$ cat config.mk
export PLATFORM = sky130hd
export DESIGN_NAME = pc_stack_multi_flat
export DESIGN_NICKNAME = d
export VERILOG_FILES = /design/src/rtl/pc_stack_multi_if.sv /design/src/rtl/pc_stack_multi.sv /design/src/flat_wrapper.sv
export SDC_FILE = /design/constraint.sdc
export NUM_CORES = 1
export LEC_CHECK = 0
export BUFFER_PORTS_ARGS = -buffer_cell sky130_fd_sc_hd__buf_2
export CORE_MARGIN = 1.5
export CORE_UTILIZATION = 25
export DETAILED_ROUTE_END_ITERATION = 10
export SYNTH_ARGS = -nofsm -noshare
export SYNTH_HDL_FRONTEND = slang
export SYNTH_SLANG_ARGS = --single-unit
$ cat constraint.sdc
create_clock -name clock -period 6 [get_ports clock]
set_clock_uncertainty 0.15 [all_clocks]
set_input_delay 0.6 -clock clock [delete_from_list [all_inputs] [get_ports clock]]
set_output_delay 0.6 -clock clock [all_outputs]
set_load 0.005 [all_outputs]
$ cat src/rtl/pc_stack_multi_if.sv
// Bus bundle for the program-counter stack: sequencing/op inputs from the core,
// PC, occupancy and flag outputs back to it.
interface pc_stack_multi_if #(
  parameter int WORD_W = 4,
  parameter int ADDR_W = 12,
  parameter int DEPTH  = 4
);
  localparam int NWORDS = ADDR_W / WORD_W;
  localparam int LVL_W  = $clog2(DEPTH + 1);

  logic [2:0]        cycle;
  logic [1:0]        op;
  logic              op_strobe;
  logic [ADDR_W-1:0] target;
  logic [NWORDS-1:0] wr_sel;
  logic [WORD_W-1:0] wr_data;
  logic [ADDR_W-1:0] pc;
  logic [WORD_W-1:0] pc_word;
  logic              pc_enable;
  logic [LVL_W-1:0]  level;
  logic              overflow;
  logic              underflow;

  modport master (
    output cycle, op, op_strobe, target, wr_sel, wr_data,
    input  pc, pc_word, pc_enable, level, overflow, underflow
  );

  modport slave (
    input  cycle, op, op_strobe, target, wr_sel, wr_data,
    output pc, pc_word, pc_enable, level, overflow, underflow
  );
endinterface

$ cat src/rtl/pc_stack_multi.sv
// Program-counter stack for the nibble-serial core: word-serial PC increment with
// rippled carry, call/return/jump, per-word writes and overflow/underflow tracking.
module pc_stack_multi #(
  parameter int WORD_W   = 4,
  parameter int ADDR_W   = 12,
  parameter int DEPTH    = 4,
  parameter int OVF_MODE = 0
) (
  input  logic            clock,
  input  logic            reset,
  pc_stack_multi_if.slave bus
);
  localparam int NWORDS = ADDR_W / WORD_W;
  localparam int IDX_W  = $clog2(DEPTH);
  localparam int LVL_W  = $clog2(DEPTH + 1);

  localparam logic [1:0] OP_NOP  = 2'd0;
  localparam logic [1:0] OP_PUSH = 2'd1;
  localparam logic [1:0] OP_POP  = 2'd2;
  localparam logic [1:0] OP_JUMP = 2'd3;

  localparam logic [LVL_W-1:0] LVL_MAX    = LVL_W'(DEPTH - 1);
  localparam logic [2:0]       LAST_PHASE = 3'(NWORDS - 1);

  logic [ADDR_W-1:0] slot [DEPTH];
  logic [IDX_W-1:0]  idx;
  logic [IDX_W-1:0]  idx_up;
  logic [IDX_W-1:0]  idx_dn;
  logic              carry;
  logic [LVL_W-1:0]  level;
  logic              overflow;
  logic              underflow;

  logic              addr_phase;
  logic              full;
  logic              empty;
  logic [ADDR_W-1:0] pc_top;
  logic [WORD_W-1:0] cur_word;
  logic              cin;
  logic [WORD_W:0]   inc_sum;
  logic [NWORDS-1:0] wr_low;

  assign addr_phase = bus.cycle < 3'(NWORDS);
  assign full       = level == LVL_MAX;
  assign empty      = level == '0;
  assign idx_up     = idx + IDX_W'(1);
  assign idx_dn     = idx - IDX_W'(1);
  assign pc_top     = slot[idx];
  // Isolate the lowest set select bit so only one word is ever written.
  assign wr_low     = bus.wr_sel & (~bus.wr_sel + NWORDS'(1));

  always_comb begin
    cur_word = '0;
    for (int k = 0; k < NWORDS; k++) begin
      if (bus.cycle == 3'(k)) cur_word = pc_top[k*WORD_W +: WORD_W];
    end
    cin     = (bus.cycle == 3'd0) ? 1'b1 : carry;
    inc_sum = {1'b0, cur_word} + {{WORD_W{1'b0}}, cin};
  end

  assign bus.pc        = pc_top;
  assign bus.pc_word   = addr_phase ? cur_word : '0;
  assign bus.pc_enable = addr_phase;
  assign bus.level     = level;
  assign bus.overflow  = overflow;
  assign bus.underflow = underflow;

  always_ff @(posedge clock) begin
    if (reset) begin
      for (int i = 0; i < DEPTH; i++) slot[i] <= '0;
      idx       <= '0;
      carry     <= 1'b0;
      level     <= '0;
      overflow  <= 1'b0;
      underflow <= 1'b0;
    end else if (addr_phase) begin
      for (int k = 0; k < NWORDS; k++) begin
        if (bus.cycle == 3'(k)) slot[idx][k*WORD_W +: WORD_W] <= inc_sum[WORD_W-1:0];
      end
      // The top word's carry-out is dropped so the PC wraps to zero.
      carry <= (bus.cycle == LAST_PHASE) ? 1'b0 : inc_sum[WORD_W];
    end else if (bus.op_strobe) begin
      case (bus.op)
        OP_NOP: ;
        OP_PUSH: begin
          if (full) overflow <= 1'b1;
          if (!full || OVF_MODE == 0) begin
            idx          <= idx_up;
            slot[idx_up] <= bus.target;
          end
          if (!full) level <= level + LVL_W'(1);
        end
        OP_POP: begin
          if (empty) underflow <= 1'b1;
          if (!empty || OVF_MODE == 0) idx <= idx_dn;
          if (!empty) level <= level - LVL_W'(1);
        end
        OP_JUMP: slot[idx] <= bus.target;
      endcase
    end else begin
      for (int k = 0; k < NWORDS; k++) begin
        if (wr_low[k]) slot[idx][k*WORD_W +: WORD_W] <= bus.wr_data;
      end
    end
  end
endmodule
$ cat src/flat_wrapper.sv
// flat-port wrapper written by rule: the top's interface ports become plain ports
module pc_stack_multi_flat 
#(
  parameter int WORD_W   = 4,
  parameter int ADDR_W   = 12,
  parameter int DEPTH    = 4,
  parameter int OVF_MODE = 0
)
  (clock, reset, bus_cycle, bus_op, bus_op_strobe, bus_target, bus_wr_sel, bus_wr_data, bus_pc, bus_pc_word, bus_pc_enable, bus_level, bus_overflow, bus_underflow);
  pc_stack_multi_if #(.WORD_W(WORD_W), .ADDR_W(ADDR_W), .DEPTH(DEPTH)) bus_i ();
  input  logic clock;
  input  logic reset;
  input wire logic [$bits(bus_i.cycle)-1:0] bus_cycle;
  input wire logic [$bits(bus_i.op)-1:0] bus_op;
  input wire logic [$bits(bus_i.op_strobe)-1:0] bus_op_strobe;
  input wire logic [$bits(bus_i.target)-1:0] bus_target;
  input wire logic [$bits(bus_i.wr_sel)-1:0] bus_wr_sel;
  input wire logic [$bits(bus_i.wr_data)-1:0] bus_wr_data;
  output wire logic [$bits(bus_i.pc)-1:0] bus_pc;
  output wire logic [$bits(bus_i.pc_word)-1:0] bus_pc_word;
  output wire logic [$bits(bus_i.pc_enable)-1:0] bus_pc_enable;
  output wire logic [$bits(bus_i.level)-1:0] bus_level;
  output wire logic [$bits(bus_i.overflow)-1:0] bus_overflow;
  output wire logic [$bits(bus_i.underflow)-1:0] bus_underflow;
  assign bus_i.cycle = bus_cycle;
  assign bus_i.op = bus_op;
  assign bus_i.op_strobe = bus_op_strobe;
  assign bus_i.target = bus_target;
  assign bus_i.wr_sel = bus_wr_sel;
  assign bus_i.wr_data = bus_wr_data;
  assign bus_pc = bus_i.pc;
  assign bus_pc_word = bus_i.pc_word;
  assign bus_pc_enable = bus_i.pc_enable;
  assign bus_level = bus_i.level;
  assign bus_overflow = bus_i.overflow;
  assign bus_underflow = bus_i.underflow;
  pc_stack_multi #(.WORD_W(WORD_W), .ADDR_W(ADDR_W), .DEPTH(DEPTH), .OVF_MODE(OVF_MODE)) u_core (.clock(clock), .reset(reset), .bus(bus_i));
endmodule
==> impl_metrics.json <==
{
  "synth_enable_flop_cells": 48,
  "cts_htree_levels": 3,
  "avgSynthCellArea_um2": 10.5,
  "worst_reg2reg_path_depth": 11,
  "r2r_end": "u_core.slot[2][2]$_SDFFCE_PN0P_",
  "synthCells": 339,
  "worstHoldStart": "u_core.bus.overflow$_SDFFE_PP0P_",
  "finalHoldViolCount": 0,
  "final.setup.tns_ns": 0,
  "global_route_overflow": 0,
  "worstHoldPathType": "flop to flop",
  "antenna_left": 0,
  "synth-seq-cells": 58,
  "yosys_warnings": 0,
  "netlist-cell-type-count": 63,
  "wl_per_cell_um": 17.9,
  "cap_violations": 0,
  "area_growth_pct": 20.2,
  "placementRows": 43,
  "floorplan.initialDensity_pct": 25.6,
  "leading_cell_type_in_the_layout_fill_and_taps_excluded": "sky130_fd_sc_hd__nor2_1",
  "grt_max_degree": 19,
  "via_density_per_instance": 4.97,
  "worst-path-max-fanout": 11,
  "cts_setup_buffers": 0,
  "port-buffer-count": 48,
  "synthArstFlopShare_pct": 0,
  "top_usage_layer": "met2",
  "setup.worst_path.end_class": "flop",
  "final.period_utilization_pct": 60.2,
  "final_design_area_no_fill_um2": 4270,
  "gp_congestion": 0.841,
  "cts.reportedPaths.clkPinSlew_ns": 0.05,
  "power_density_nw_per_um2": 286,
  "cts_tree": "done",
  "yosysTopAreaCellShare_pct": 40.5,
  "met1_use_gr_pct": 17.7,
  "track_usage_pct": 14.3,
  "placed_area_um2": 3940,
  "fmaxAchievable_ghz": 0.277,
  "clock_latency_ns": 0.33,
  "tritoncts.num_buffers": 9,
  "vdd_ir_drop_max_mv": 0.154,
  "placeableCoreArea_um2": 13900,
  "fillCellCount": 1431,
  "timing.hold.worst_endpoint": "u_core.bus.overflow$_SDFFE_PP0P_",
  "cts.root.buffer_cell": "sky130_fd_sc_hd__clkbuf_16",
  "finalSetupViolCount": 0,
  "numClockSinks": 58,
  "cts-resized-gates": 0,
  "drc": 0,
  "syn-num-nets": 372,
  "crit_path_category": "flop to flop",
  "power.static_leakage_nw": 1.71,
  "synth_largest_area_cell": "sky130_fd_sc_hd__edfxtp_1",
  "floorplan.die.height_um": 122,
  "critPathLaunchType": "flop",
  "dp.final_hpwl_um": 7820,
  "globalRouteMet3Util_pct": 3.02,
  "drive_gt1_share_pct": 24.5,
  "synth_area_leaders": "sky130_fd_sc_hd__edfxtp_1 41%, sky130_fd_sc_hd__nor2_1 6.3%, sky130_fd_sc_hd__mux4_2 5.7%",
  "totalWireLength_um": 10100,
  "ys_seq_area_share_pct": 46.2,
  "ys.flop_type": "sky130_fd_sc_hd__edfxtp_1",
  "slew_headroom_pct": 50.6,
  "grt_antenna_before_repair": 1,
  "violation_count_after_the_first_detailed_routing_iteration": 315,
  "timing_max_transition_violations_final": 0,
  "result_of_the_run": "complete, no violations",
  "grt_pass1_wl_um": 15800,
  "cts_buffer_depth": 2,
  "dr_total_vias": 2824,
  "hold_path_depth": 1,
  "cp.required_ns": 5.91,
  "die-area_um2": 14900,
  "grt_pass1_vias": 2915,
  "post_synth_instance_area_um2": 3550,
  "met2_usage_pct": 23.6,
  "grt_setup_unrepaired": "false",
  "die_w_um": 122,
  "finalNetCount": 415,
  "final_cell_mix": "60 x sky130_fd_sc_hd__nor2_1, 48 x sky130_fd_sc_hd__buf_2, 48 x sky130_fd_sc_hd__edfxtp_1",
  "period_needed_ns": 3.61,
  "holdBufCountCts": 0,
  "num_io_pins": 49,
  "drt_pre_antenna_iters": 5,
  "critPathArrivalTime_ns": 3.53,
  "max_slew.worst_pin.slew_ns": 0.736,
  "worst-r2r-setup-slack_ns": 2.39
}
-- flip-flops by register name, summed over array words and instances (netlist names), named ones only --
signal / cells
u_core.carry: 1
u_core.bus.underflow: 1
u_core.bus.overflow: 1
u_core.slot: 48
u_core.bus.level: 3
u_core.idx: 2
-- cells by family (layout without fill, tap and decap cells) --
group	after synthesis	count (layout)	share of synthesized area, %
fa+ha+maj	6	6	2.32
mux	21	21	10.0
flops	58	58	46.2
compound gates	71	71	16.4
other cells	0	1	0
xor+xnor	5	5	1.23
simple gates	135	135	18.5
buf+inv	43	91	5.28
-- cell usage after synthesis (3+ instances only) --
library cell	number
sky130_fd_sc_hd__nand3_1	7
sky130_fd_sc_hd__or2_2	3
sky130_fd_sc_hd__buf_2	6
sky130_fd_sc_hd__o211ai_4	3
sky130_fd_sc_hd__mux4_2	9
sky130_fd_sc_hd__o21ai_0	9
sky130_fd_sc_hd__inv_1	23
sky130_fd_sc_hd__nor2b_1	7
sky130_fd_sc_hd__o22ai_1	6
sky130_fd_sc_hd__or3_1	4
sky130_fd_sc_hd__a21oi_1	15
sky130_fd_sc_hd__clkbuf_1	7
sky130_fd_sc_hd__edfxtp_1	48
sky130_fd_sc_hd__nor2_1	60
sky130_fd_sc_hd__dfxtp_1	10
sky130_fd_sc_hd__nor3_1	4
sky130_fd_sc_hd__a22oi_1	4
sky130_fd_sc_hd__mux2i_1	9
sky130_fd_sc_hd__a221oi_1	6
sky130_fd_sc_hd__nor3_2	3
sky130_fd_sc_hd__nand2_1	29
sky130_fd_sc_hd__a31oi_1	5
sky130_fd_sc_hd__ha_1	5
sky130_fd_sc_hd__xnor2_1	4
-- layout make-up --
type | instances | area [um2] | share of cell area [%]
flip-flops and latches | 58 | 1640 | 38.4
multi-input cells | 238 | 1730 | 40.4
well taps | 180 | 225 | 5.27
diodes | 1 | 2.50 | 0.0585
clock buffers | 10 | 229 | 5.36
inverters | 26 | 97.6 | 2.28
repair buffers | 49 | 248 | 5.80
clock inverters | 6 | 105 | 2.46
-- critical path, stage by stage, from the launching register on --
cell                        delay [ns]
sky130_fd_sc_hd__dfxtp_1          0.78
sky130_fd_sc_hd__mux4_2           0.62
sky130_fd_sc_hd__mux2i_1          0.21
sky130_fd_sc_hd__nor2_1           0.06
sky130_fd_sc_hd__a21oi_1          0.16
sky130_fd_sc_hd__nor2_1           0.08
sky130_fd_sc_hd__ha_1             0.27
sky130_fd_sc_hd__ha_1             0.28
sky130_fd_sc_hd__nor3_1           0.33
sky130_fd_sc_hd__a2111oi_4        0.10
sky130_fd_sc_hd__a21oi_2          0.23
sky130_fd_sc_hd__nor2_1           0.08
-- worst max path at each step --
stage	start	end	cells past startpoint	slack, ns
floorplan	flop	u_core.slot[0][6]$_SDFFCE_PN0P_	13	2.94
global placement	flop	u_core.slot[1][2]$_SDFFCE_PN0P_	11	2.42
detailed placement	flop	u_core.slot[1][2]$_SDFFCE_PN0P_	11	2.36
CTS	flop	u_core.slot[2][2]$_SDFFCE_PN0P_	11	2.36
global route	flop	u_core.slot[2][9]$_SDFFCE_PN0P_	11	2.15
finish	flop	u_core.slot[2][2]$_SDFFCE_PN0P_	11	2.39
-- power by group --
group	switching, W	total, W	internal (W)
sequential	0.0000159	0.000476	0.000460
combinational	0.000100	0.000164	0.0000637
clock	0.000181	0.000584	0.000402
total	0.000298	0.00122	0.000926
-- stage by stage --
| step | hold slack, ns | utilization, % | total power, W | cells | worst slack (ns) |
|---|---|---|---|---|---|
| 6_report | 0.332 | 30.8 | 0.00122 | 568 | 2.39 |
| 5_1_grt | 0.358 | 30.8 | 0.00126 | 567 | 2.15 |
| 4_1_cts | 0.331 | 30.8 | 0.00123 | 567 | 2.36 |
| 3_5_place_dp | 0.309 | 28.4 | 0.000648 | 551 | 2.36 |
| 3_3_place_gp | 0.306 | 28.4 | 0.000645 | 551 | 2.42 |
| 2_1_floorplan | 0.311 | - | 0.000588 | 339 | 2.94 |
-- layer usage --
layer	wire [um]	share of wire, %
met1	4340	43
met2	4990	49
met3	603	5.9
met4	211	2.1
met5	0	0
(Power assumes the default switching activity.)
